==> src/rtl/fpu_conv_h2d_seq.sv <==
// Packed-half to double conversion sequencer.
// One shared converter walks the requested lanes, one beat per handshake.

module FpuConvH2D (
    input  logic [15:0] half,
    output logic [63:0] dbl
);

    logic        sgn;
    logic [4:0]  expH;
    logic [9:0]  manH;
    logic [10:0] expD;

    // Rebias the exponent; zero and all-ones exponents pass straight through
    always_comb begin
        sgn  = half[15];
        expH = half[14:10];
        manH = half[9:0];
        expD = 11'd0;
        if (expH == 5'd0) begin
            expD = 11'd0;
        end else if (expH == 5'd31) begin
            expD = 11'h7FF;
        end else begin
            expD = {6'd0, expH} + 11'd1008;
        end
        dbl = {sgn, expD, manH, 42'd0};
    end

endmodule

module fpu_conv_h2d_seq #(
    parameter int TAG_W = 6
) (
    input  logic             clock,
    input  logic             reset,
    input  logic             reqValid,
    output logic             reqReady,
    input  logic [63:0]      reqData,
    input  logic [1:0]       reqLanes,
    input  logic [TAG_W-1:0] reqTag,
    output logic             rspValid,
    input  logic             rspReady,
    output logic [63:0]      rspData,
    output logic [1:0]       rspLane,
    output logic             rspLast,
    output logic [TAG_W-1:0] rspTag,
    input  logic             flush,
    output logic             busy
);

    typedef enum logic [1:0] {
        IDLE,
        CONV,
        HOLD
    } seqStateT;

    seqStateT         state;
    seqStateT         stateNext;
    logic [63:0]      dataQ;
    logic [1:0]       lanesQ;
    logic [TAG_W-1:0] tagQ;
    logic [1:0]       laneCnt;
    logic [15:0]      convIn;
    logic [63:0]      convOut;

    assign convIn   = dataQ[{laneCnt, 4'd0} +: 16];
    assign reqReady = (state == IDLE);
    assign busy     = (state != IDLE);

    FpuConvH2D uConv (
        .half (convIn),
        .dbl  (convOut)
    );

    // State register
    always_ff @(posedge clock or negedge reset) begin
        if (!reset) begin
            state <= IDLE;
        end else begin
            state <= stateNext;
        end
    end

    // Next-state selection; flush overrides every other transition
    always_comb begin
        stateNext = state;
        unique case (state)
            IDLE: begin
                if (reqValid) begin
                    stateNext = CONV;
                end
            end
            CONV: begin
                stateNext = HOLD;
            end
            HOLD: begin
                if (rspReady) begin
                    stateNext = rspLast ? IDLE : CONV;
                end
            end
            default: begin
                stateNext = IDLE;
            end
        endcase
        if (flush) begin
            stateNext = IDLE;
        end
    end

    // Request latch, lane counter and registered response beat
    always_ff @(posedge clock or negedge reset) begin
        if (!reset) begin
            dataQ    <= 64'd0;
            lanesQ   <= 2'd0;
            tagQ     <= '0;
            laneCnt  <= 2'd0;
            rspValid <= 1'b0;
            rspData  <= 64'd0;
            rspLane  <= 2'd0;
            rspLast  <= 1'b0;
            rspTag   <= '0;
        end else if (flush) begin
            dataQ    <= 64'd0;
            lanesQ   <= 2'd0;
            tagQ     <= '0;
            laneCnt  <= 2'd0;
            rspValid <= 1'b0;
        end else begin
            unique case (state)
                IDLE: begin
                    if (reqValid) begin
                        dataQ   <= reqData;
                        lanesQ  <= reqLanes;
                        tagQ    <= reqTag;
                        laneCnt <= 2'd0;
                    end
                end
                CONV: begin
                    rspData  <= convOut;
                    rspLane  <= laneCnt;
                    rspLast  <= (laneCnt == lanesQ);
                    rspTag   <= tagQ;
                    rspValid <= 1'b1;
                end
                HOLD: begin
                    if (rspReady) begin
                        rspValid <= 1'b0;
                        if (!rspLast) begin
                            laneCnt <= laneCnt + 2'd1;
                        end
                    end
                end
                default: begin
                    rspValid <= 1'b0;
                end
            endcase
        end
    end

endmodule

==> config.mk <==
export PLATFORM = sky130hd
export DESIGN_NAME = fpu_conv_h2d_seq
export DESIGN_NICKNAME = d
export VERILOG_FILES = /design/src/rtl/fpu_conv_h2d_seq.sv
export SDC_FILE = /design/constraint.sdc
export NUM_CORES = 1
export LEC_CHECK = 0
export BUFFER_PORTS_ARGS = -buffer_cell sky130_fd_sc_hd__buf_2
export CELL_PAD_IN_SITES_DETAIL_PLACEMENT = 1
export CELL_PAD_IN_SITES_GLOBAL_PLACEMENT = 1
export CORE_ASPECT_RATIO = 0.5
export CORE_MARGIN = 1.5
export CORE_UTILIZATION = 42
export CTS_BUF_LIST = sky130_fd_sc_hd__clkbuf_8 sky130_fd_sc_hd__clkbuf_16
export CTS_CLUSTER_DIAMETER = 50
export DETAILED_ROUTE_END_ITERATION = 10
export PLACE_DENSITY_LB_ADDON = 0.3
export SYNTH_ARGS = -nofsm -noshare
export SYNTH_HDL_FRONTEND = slang
export SYNTH_SLANG_ARGS = --single-unit
==> constraint.sdc <==
create_clock -name clock -period 3.34 [get_ports clock]
set_input_delay 0.167 -clock clock [delete_from_list [all_inputs] [get_ports clock]]
set_output_delay 0.167 -clock clock [all_outputs]
set_load 0.02 [all_outputs]
Word-level counts from Yosys, hierarchy flattened
Cells that the tools add are included.
W data, S select, Z words.
- output and inout bits: 76
- bits in registers: 108
- input bits: 77
- equality and inequality tests: 8
- mux-type cells: 24
- bitwise gates (word level): 1
- reductions and logical operators: 11
- $add $sub $neg: 2
- shift operators: 1
- operators with widths (kind ; number):
    $mux W64 ; 3
    $shiftx A64 B7 Y16 ; 1
    $mux W11 ; 2
    $mux W2 ; 10
    $mux W6 ; 3
    $add A5 B10 Y11 const B ; 1
    $reduce_and A2 Y1 ; 4
    $ne A3 B3 Y1 const B ; 2
    $pmux W2 S3 ; 1
    $reduce_bool A2 Y1 ; 3
    $eq A5 B5 Y1 const B ; 1
    $logic_not A5 Y1 ; 1
    $pmux W2 S2 ; 1
    $reduce_and A4 Y1 ; 1
    $mux W1 ; 3
    $ne A3 B2 Y1 const B ; 1
    $pmux W1 S3 ; 1
    $reduce_bool A3 Y1 ; 1
    $add A2 B1 Y2 const B ; 1
    $eq A2 B1 Y1 const B ; 1
    $eq A2 B2 Y1 ; 1
    $eq A2 B2 Y1 const B ; 1
    $logic_not A2 Y1 ; 1
    $ne A2 B1 Y1 const B ; 1
    $not A1 Y1 ; 1

Logic depth before layout (Yosys ltp)
Gate-level depths: netlist (run 1).
- depth after elaboration: 5
- depth in mapped cells: 6
- depth with buffers taken out: 4

Hierarchy
A second synthesis (run 1) with hierarchy kept.
- cells, all modules: 516
- area total of the unflattened synthesis: 6675.2 um2
- modules (own cells, without submodules) (module ; times used ; area each (um2) ; cells an instance ; sequential area each (um2)):
    fpu_conv_h2d_seq ; 1 ; 6194.7 ; 448 ; 3753.6
    FpuConvH2D ; 1 ; 480.5 ; 68 ; 0.0

Least setup slack after synthesis (run 1)
OpenSTA, ideal clock, no wires.
- path type: reg-to-reg
- start point: reg laneCnt[0]
- end point: reg rspData[48]
- path slack: 1.770 ns
- setup time: 0.125 ns
- clock period less this slack: 1.570 ns
- data arrival time: 1.445 ns
- data required time: 3.215 ns
- cell stages (with the launch flop): 5
- path through: dfrtp_1 > buf_6 > buf_6 > mux4_2 > mux2_2
- cells in the longest elaborated chain, start to end: 1
- RTL lines (element ; RTL line ; source):
    from (decl) ; 63 ; logic [1:0] laneCnt;
    from (signal assigned) ; 150 ; laneCnt <= laneCnt + 2'd1;
    $shiftx A64 B7 Y16 ; 67 ; assign convIn = dataQ[{laneCnt, 4'd0} +: 16];
    to (signal assigned) ; 140 ; rspData <= convOut;
    to (decl) ; 44 ; output logic [63:0] rspData,
Every way passes these cells.
A chain may end at the register's enable or synchronous reset.

Worst setup path in the final report (run 1)
- start point: reg state[0]
- end point: reg dataQ[48]
- cells in the longest elaborated chain, start to end: 3
- RTL lines (element ; RTL line ; source):
    from (decl) ; 58 ; seqStateT state;
    from (signal assigned) ; 81 ; state <= stateNext;
    $logic_not A2 Y1 ; 130 ; unique case (state)
    $reduce_bool A2 Y1 (no source line) ; -- ;
    $reduce_and A2 Y1 (no source line) ; -- ;
    to (signal assigned) ; 133 ; dataQ <= reqData;
    to (decl) ; 60 ; logic [63:0] dataQ;
Every way passes these cells.

==> results of run 1 <==
tightest hold or removal path: stages:
cell,delay [ns]
buf_2,0.09
nand2_1,0.05
a21oi_1,0.05
synth_stat cells (all sizes together) (2+ instances only):
cell	count	share of area, %
mux4	16	8.0
clkbuf	16	1.2
mux2	23	5.6
nand2	148	11
inv	2	0.15
nor2	4	0.31
nand2b	2	0.26
a21oi	74	7.6
nand3b	2	0.31
nor3b	2	0.31
buf	62	9.2
xor2	2	0.36
o21ai	2	0.21
dfrtp	103	53
o31ai	2	0.31
kinds of logic (layout without fill, tap and decap cells):
logic type,after synthesis,in the layout,synth area share [%]
AO/OA/AOI/OAI,81,81,8.63
buffers and inverters,80,137,10.6
other,1,42,0.0772
AND/OR/NAND/NOR,163,163,13.4
XOR/XNOR,2,2,0.361
multiplexers,40,40,13.8
flip-flops,103,103,53.1
metal layers:
| layer | global-route usage (%) | part of all wire (%) | vias up |
|---|---|---|---|
| li1 | - | - | 1660 |
| met5 | 0 | 0 | - |
| met1 | 25.6 | 45 | 1783 |
| met3 | 5.35 | 5.1 | 11 |
| met2 | 33.0 | 48 | 112 |
| met4 | 5.96 | 1.4 | 0 |
power by group:
group          internal (mW)  switching (mW)
clock network          0.517           0.443
registers               1.35          0.0679
logic                  0.189           0.340
worst max-delay path by stage:
stage                  end  slack, ns  cells after the start
2_1_floorplan  rspData[48]       1.77                      4
3_3_place_gp     dataQ[21]       1.27                      5
3_5_place_dp     dataQ[23]       1.20                      5
4_1_cts          dataQ[48]       1.17                      5
5_1_grt          dataQ[16]       1.05                      5
6_report         dataQ[48]       1.19                      5
layout make-up:
cell class,instances,area (um^2),share of cell area [%]
Clock buffer,10,239,4.28
Clock inverter,6,30.0,0.538
Inverter,2,7.51,0.135
Multi-Input combinational cell,328,1920,34.4
Sequential cell,103,2580,46.2
Tap cell,145,181,3.25
Timing Repair Buffer,119,623,11.2
state kept, by name, indices dropped and copies added (netlist names):
name,count
dataQ,64
laneCnt,2
lanesQ,2
rspData,17
rspLane,2
rspLast,1
rspTag,6
rspValid,1
state,2
tagQ,6
timing repair:
item,CTS,global route
endpoints found under the hold margin,53,0
endpoints found under the setup margin,0,0
resized for setup,0,0
hold buffers,1,0
==> flow_summary.toml, run 1 <==
[cells_and_area]
final_common_cell = "nand2_1"
final.fill_count = 1280
final_cell_mix = "nand2_1 (147), buf_2 (109), dfrtp_1 (103)"
final_cell_area_um2 = 5580
drive_gt1_share_pct = 29.4
layout.nets = 640
area_growth_pct = 14.9
finish.utilization_pct = 50.2
antenna_cells = 0
final_cells = 713

[setup_path]
slowest_delay_ns = 0.73
r2r_slack_ns = 1.19
arrival_ns = 2.39
start_kind = "register"
r2r_end = "dataQ[48]"
required_ns = 3.59
startpoint = "state[0]"
slowest_stage = "and2_2"
rr_worst_depth = 5
cp_max_fo = 39
path_delay_family = "simple AND/OR/NAND/NOR gates"
cp-end-kind = "register"
crit_type = "register to register"
r2r-start = "state[0]"
worstPathCellList = "nor2_1 > and2_2 > buf_4 > nand2_1 > a21oi_1"
critPathBufInv = 1

[route]
drt_pass1_iterations = 4
drc = 0
totalWireLength_um = 11500
final_antenna_net_count = 0
vias = 3566
drt_iter0_drc = 195
routedWlPerCell_um = 16.2
vias_per_cell = 5.00

[min_path]
whs_path_depth = 3
min_to = "dataQ[53]"
hold_class = "input pin to register"
hp-start = "reqData[53]"

[placement]
placed_area_um2 = 5300
gp_congestion = 0.684
dp_cells = 696
dp.final_hpwl_um = 7740
port_buffers = 110
preCtsSetupSlack_ns = 1.20

[die]
fp.dieArea_um2 = 12300
coreArea_um2 = 11100
chipHeight_um = 79.0
rows = 27
start_util_pct = 43.7
io_pins = 153
die_x_um = 155

[power_and_ir_drop]
p_leak_nw = 2.82
fin_total_pwr_mw = 2.91
p_per_area_nw_per_um2 = 522
peakVddDrop_v = 0.000239

[timing]
fin_ws_ns = 1.19
rsz0062_at_grt = "no"
timing.final.crit_period_ns = 2.15
finClkSkew_ns = 0.00719
fin_crit_sh_pct = 64.2
setup_viol_count_final = 0
whs_ns = 0.0564
report.final.slew_viol_count = 0
hold_viol = 0
setup-tns-final_ns = 0
slew_headroom_pct = 38.4
max_freq_mhz = 466
tightest_slew_ns = 0.924

[global_routing]
antenna_found_initial = 1
grt_pass1_vias = 3642
grt_max_degree = 78
grt_overflow_total = 0
grt_pass1_wl_um = 18400
grt_usage_pct = 19.8

[cts]
cts_tree = "built"
cts-root-buf = "clkbuf_16"
cts.sinks = 103
postCtsSetupBuffers = 0
clockBufferDepth = 2
clk_pin_slew_worst_paths_ns = 0.07
h-tree-depth = 3
numCtsBuffers = 9
clk-insertion-delay-late_ns = 0.34

[flow_run]
cap_violations = 0

[yosys]
synth-seq-area-share_pct = 53.1
synth_edf_count = 0
synth_ff_type = "dfrtp_1"
syn-cell-area_um2 = 4860
synth-seq-cells = 103
syn_inst = 470
ys_async_sr_fraction_pct = 100
syn_area_per_cell_um2 = 10.3
synth_cell_types = 29
ys_warn_count = 0

[status]
status = "finished clean"
Note: power is estimated with default switching activity, not from simulation.
==> run 2: changes to the inputs <==
- ABC_AREA: unset -> 1
- CORE_UTILIZATION: 42 -> 37
- clock period: 3.34 -> 2 ns (I/O delays scaled with it)
==> flow_summary.toml, run 2 <==
[timing]
max_freq_mhz = 632
slew_headroom_pct = 67.1
timing.final.crit_period_ns = 1.58
setup-tns-final_ns = 0
finClkSkew_ns = 0.00553
fin_ws_ns = 0.418
rsz0062_at_grt = "no"
tightest_slew_ns = 0.488
report.final.slew_viol_count = 0
fin_crit_sh_pct = 79.1
setup_viol_count_final = 0
whs_ns = 0.00234
hold_viol = 0

[cells_and_area]
final.fill_count = 1602
final_common_cell = "nand2_1"
final_cell_area_um2 = 6100
reg_top3 = "dataQ (64), rspData (17)"
finish.utilization_pct = 47.4
antenna_cells = 0
largest_register_ffs = 64
drive_gt1_share_pct = 21.7
final_cell_mix = "nand2_1 (128), buf_2 (109), dfrtp_1 (103)"
area_growth_pct = 23.1
regMostFlops = "dataQ"
layout.nets = 783

[yosys]
ys_async_sr_fraction_pct = 100
synth_common_cells = "nand2_1 (128), dfrtp_1 (103), nand3_1 (64)"
synth-seq-area-share_pct = 52.0
ys_warn_count = 0
syn_area_per_cell_um2 = 8.53
synth_cell_types = 31
yosysTopAreaCell = "dfrtp_1"
syn-cell-area_um2 = 4960
synth_edf_count = 0
syn_inst = 581
synthTopCellsByArea = "dfrtp_1 (52%), nand2_1 (9.7%), buf_4 (8.2%)"
synth_ff_type = "dfrtp_1"
synth_top_area_share_pct = 52.0
synth-seq-cells = 103
synth.most_common_cell = "nand2_1"

[flow_run]
cap_violations = 0

[power_and_ir_drop]
power_frac_seq_pct = 41.0
peakVddDrop_v = 0.000463
p_per_area_nw_per_um2 = 1070
pwr-share-comb_pct = 29.3
power.switching_mw = 2.32
pwr-share-clk_pct = 29.6
internal-power_mw = 4.24
p_leak_nw = 2.99
switching_share_pct = 35.3

[global_routing]
grt_pass1_wl_um = 23500
grt_usage_pct = 21.6
antenna_found_initial = 0
grt_overflow_total = 0
grt_max_degree = 41
grt_pass1_vias = 4522

[cts]
h-tree-depth = 3
clk-insertion-delay-late_ns = 0.35
cts-root-buf = "clkbuf_16"
clockBufferDepth = 2
clk_pin_slew_worst_paths_ns = 0.07
numCtsBuffers = 9
cts_tree = "built"
cts.sinks = 103
postCtsSetupBuffers = 0

[die]
start_util_pct = 38.5
io_pins = 153
fp.dieArea_um2 = 14100
rows = 29
coreArea_um2 = 12900
die_x_um = 167
chipHeight_um = 84.9

[setup_path]
r2r_end = "rspData[61]"
required_ns = 2.24
cp-end-kind = "register"
arrival_ns = 1.82
cp_max_fo = 40
start_kind = "register"
crit_type = "register to register"
r2r_slack_ns = 0.42
r2r-start = "laneCnt[0]"
rr_worst_depth = 7

[status]
violations = "design-rule violations"
status = "complete, but fails checks"

[placement]
preCtsSetupSlack_ns = 0.488
placed_area_um2 = 5470
port_buffers = 110
dp.final_hpwl_um = 9970
gp_congestion = 0.773

[min_path]
min_to = "dataQ[38]"
hold_class = "input pin to register"
hp-start = "reqData[38]"
whs_path_depth = 3

[route]
totalWireLength_um = 14700
vias = 4339
drt_pass1_iterations = 10
routedWlPerCell_um = 16.6
final_antenna_net_count = 0
drt_iter0_drc = 246
drc = 10
vias_per_cell = 4.93
## run 2: cell families after synthesis
| family | share of synthesized area (%) |
|---|---|
| other cells | 0.0756 |
| xor+xnor | 0.530 |
| compound gates | 14.2 |
| flops | 52.0 |
| simple gates | 18.6 |
| buf+inv | 14.6 |
## run 2: what timing repair did
| action | in CTS | in global routing |
|---|---|---|
| resized for setup | 0 | 0 |
| endpoints found under the hold margin | 59 | 0 |
| hold buffers | 30 | 0 |
## run 2: per-stage QoR
| step | instances | total power [mW] |
|---|---|---|
| after floorplan | 622 | 4.03 |
| after global placement | 835 | 4.56 |
| after detailed placement | 835 | 4.60 |
| after CTS | 881 | 6.61 |
| after global routing | 881 | 6.89 |
| final | 881 | 6.56 |
## run 2: power by group through the flow
stage               Clock, mW  Combinational [mW]  Sequential, mW
floorplan                   0                1.10            2.93
global placement            0                1.84            2.72
detailed placement          0                1.87            2.73
CTS                      1.98                1.93            2.69
global route             2.05                2.10            2.74
finish                   1.94                1.92            2.69
## run 2: critical path, stage by stage, from the launching register on
cell and delay (ns):
dfrtp_1 0.42, buf_12 0.18, o21ai_0 0.42, nand2_1 0.15, nand2_1 0.12, nand2_1 0.06
nand2_1 0.06, nand2_1 0.05
## run 2: layout make-up
class                   instances  area [um^2]  share of cell area, %
clock buffers                  11          253                   4.14
clock inverters                 5         78.8                   1.29
inverters                      39          151                   2.48
multi-input cells             396         1810                   29.7
flip-flops and latches        103         2580                   42.2
well taps                     170          213                   3.49
repair buffers                157         1020                   16.7
## run 2: worst max-delay path by stage
stage                from     endpoint  slack, ns  depth (start not counted)
6_report       laneCnt[0]  rspData[61]       0.42                          7
5_1_grt        laneCnt[0]  rspData[61]       0.30                          7
4_1_cts          state[1]  rspData[61]       0.45                          7
3_5_place_dp     state[0]    dataQ[58]       0.49                          6
3_3_place_gp     state[0]    dataQ[58]       0.53                          6
2_1_floorplan    state[0]    dataQ[19]       0.73                          5
## run 2: per-layer routing
layer  routed length (um)  up-vias  track usage, %
met5                    0        -               0
met4                  263        0            7.11
met3                  900       23            4.99
met2                 6350      152            33.5
met1                 7140     2110            30.3
li1                     -     2054               -
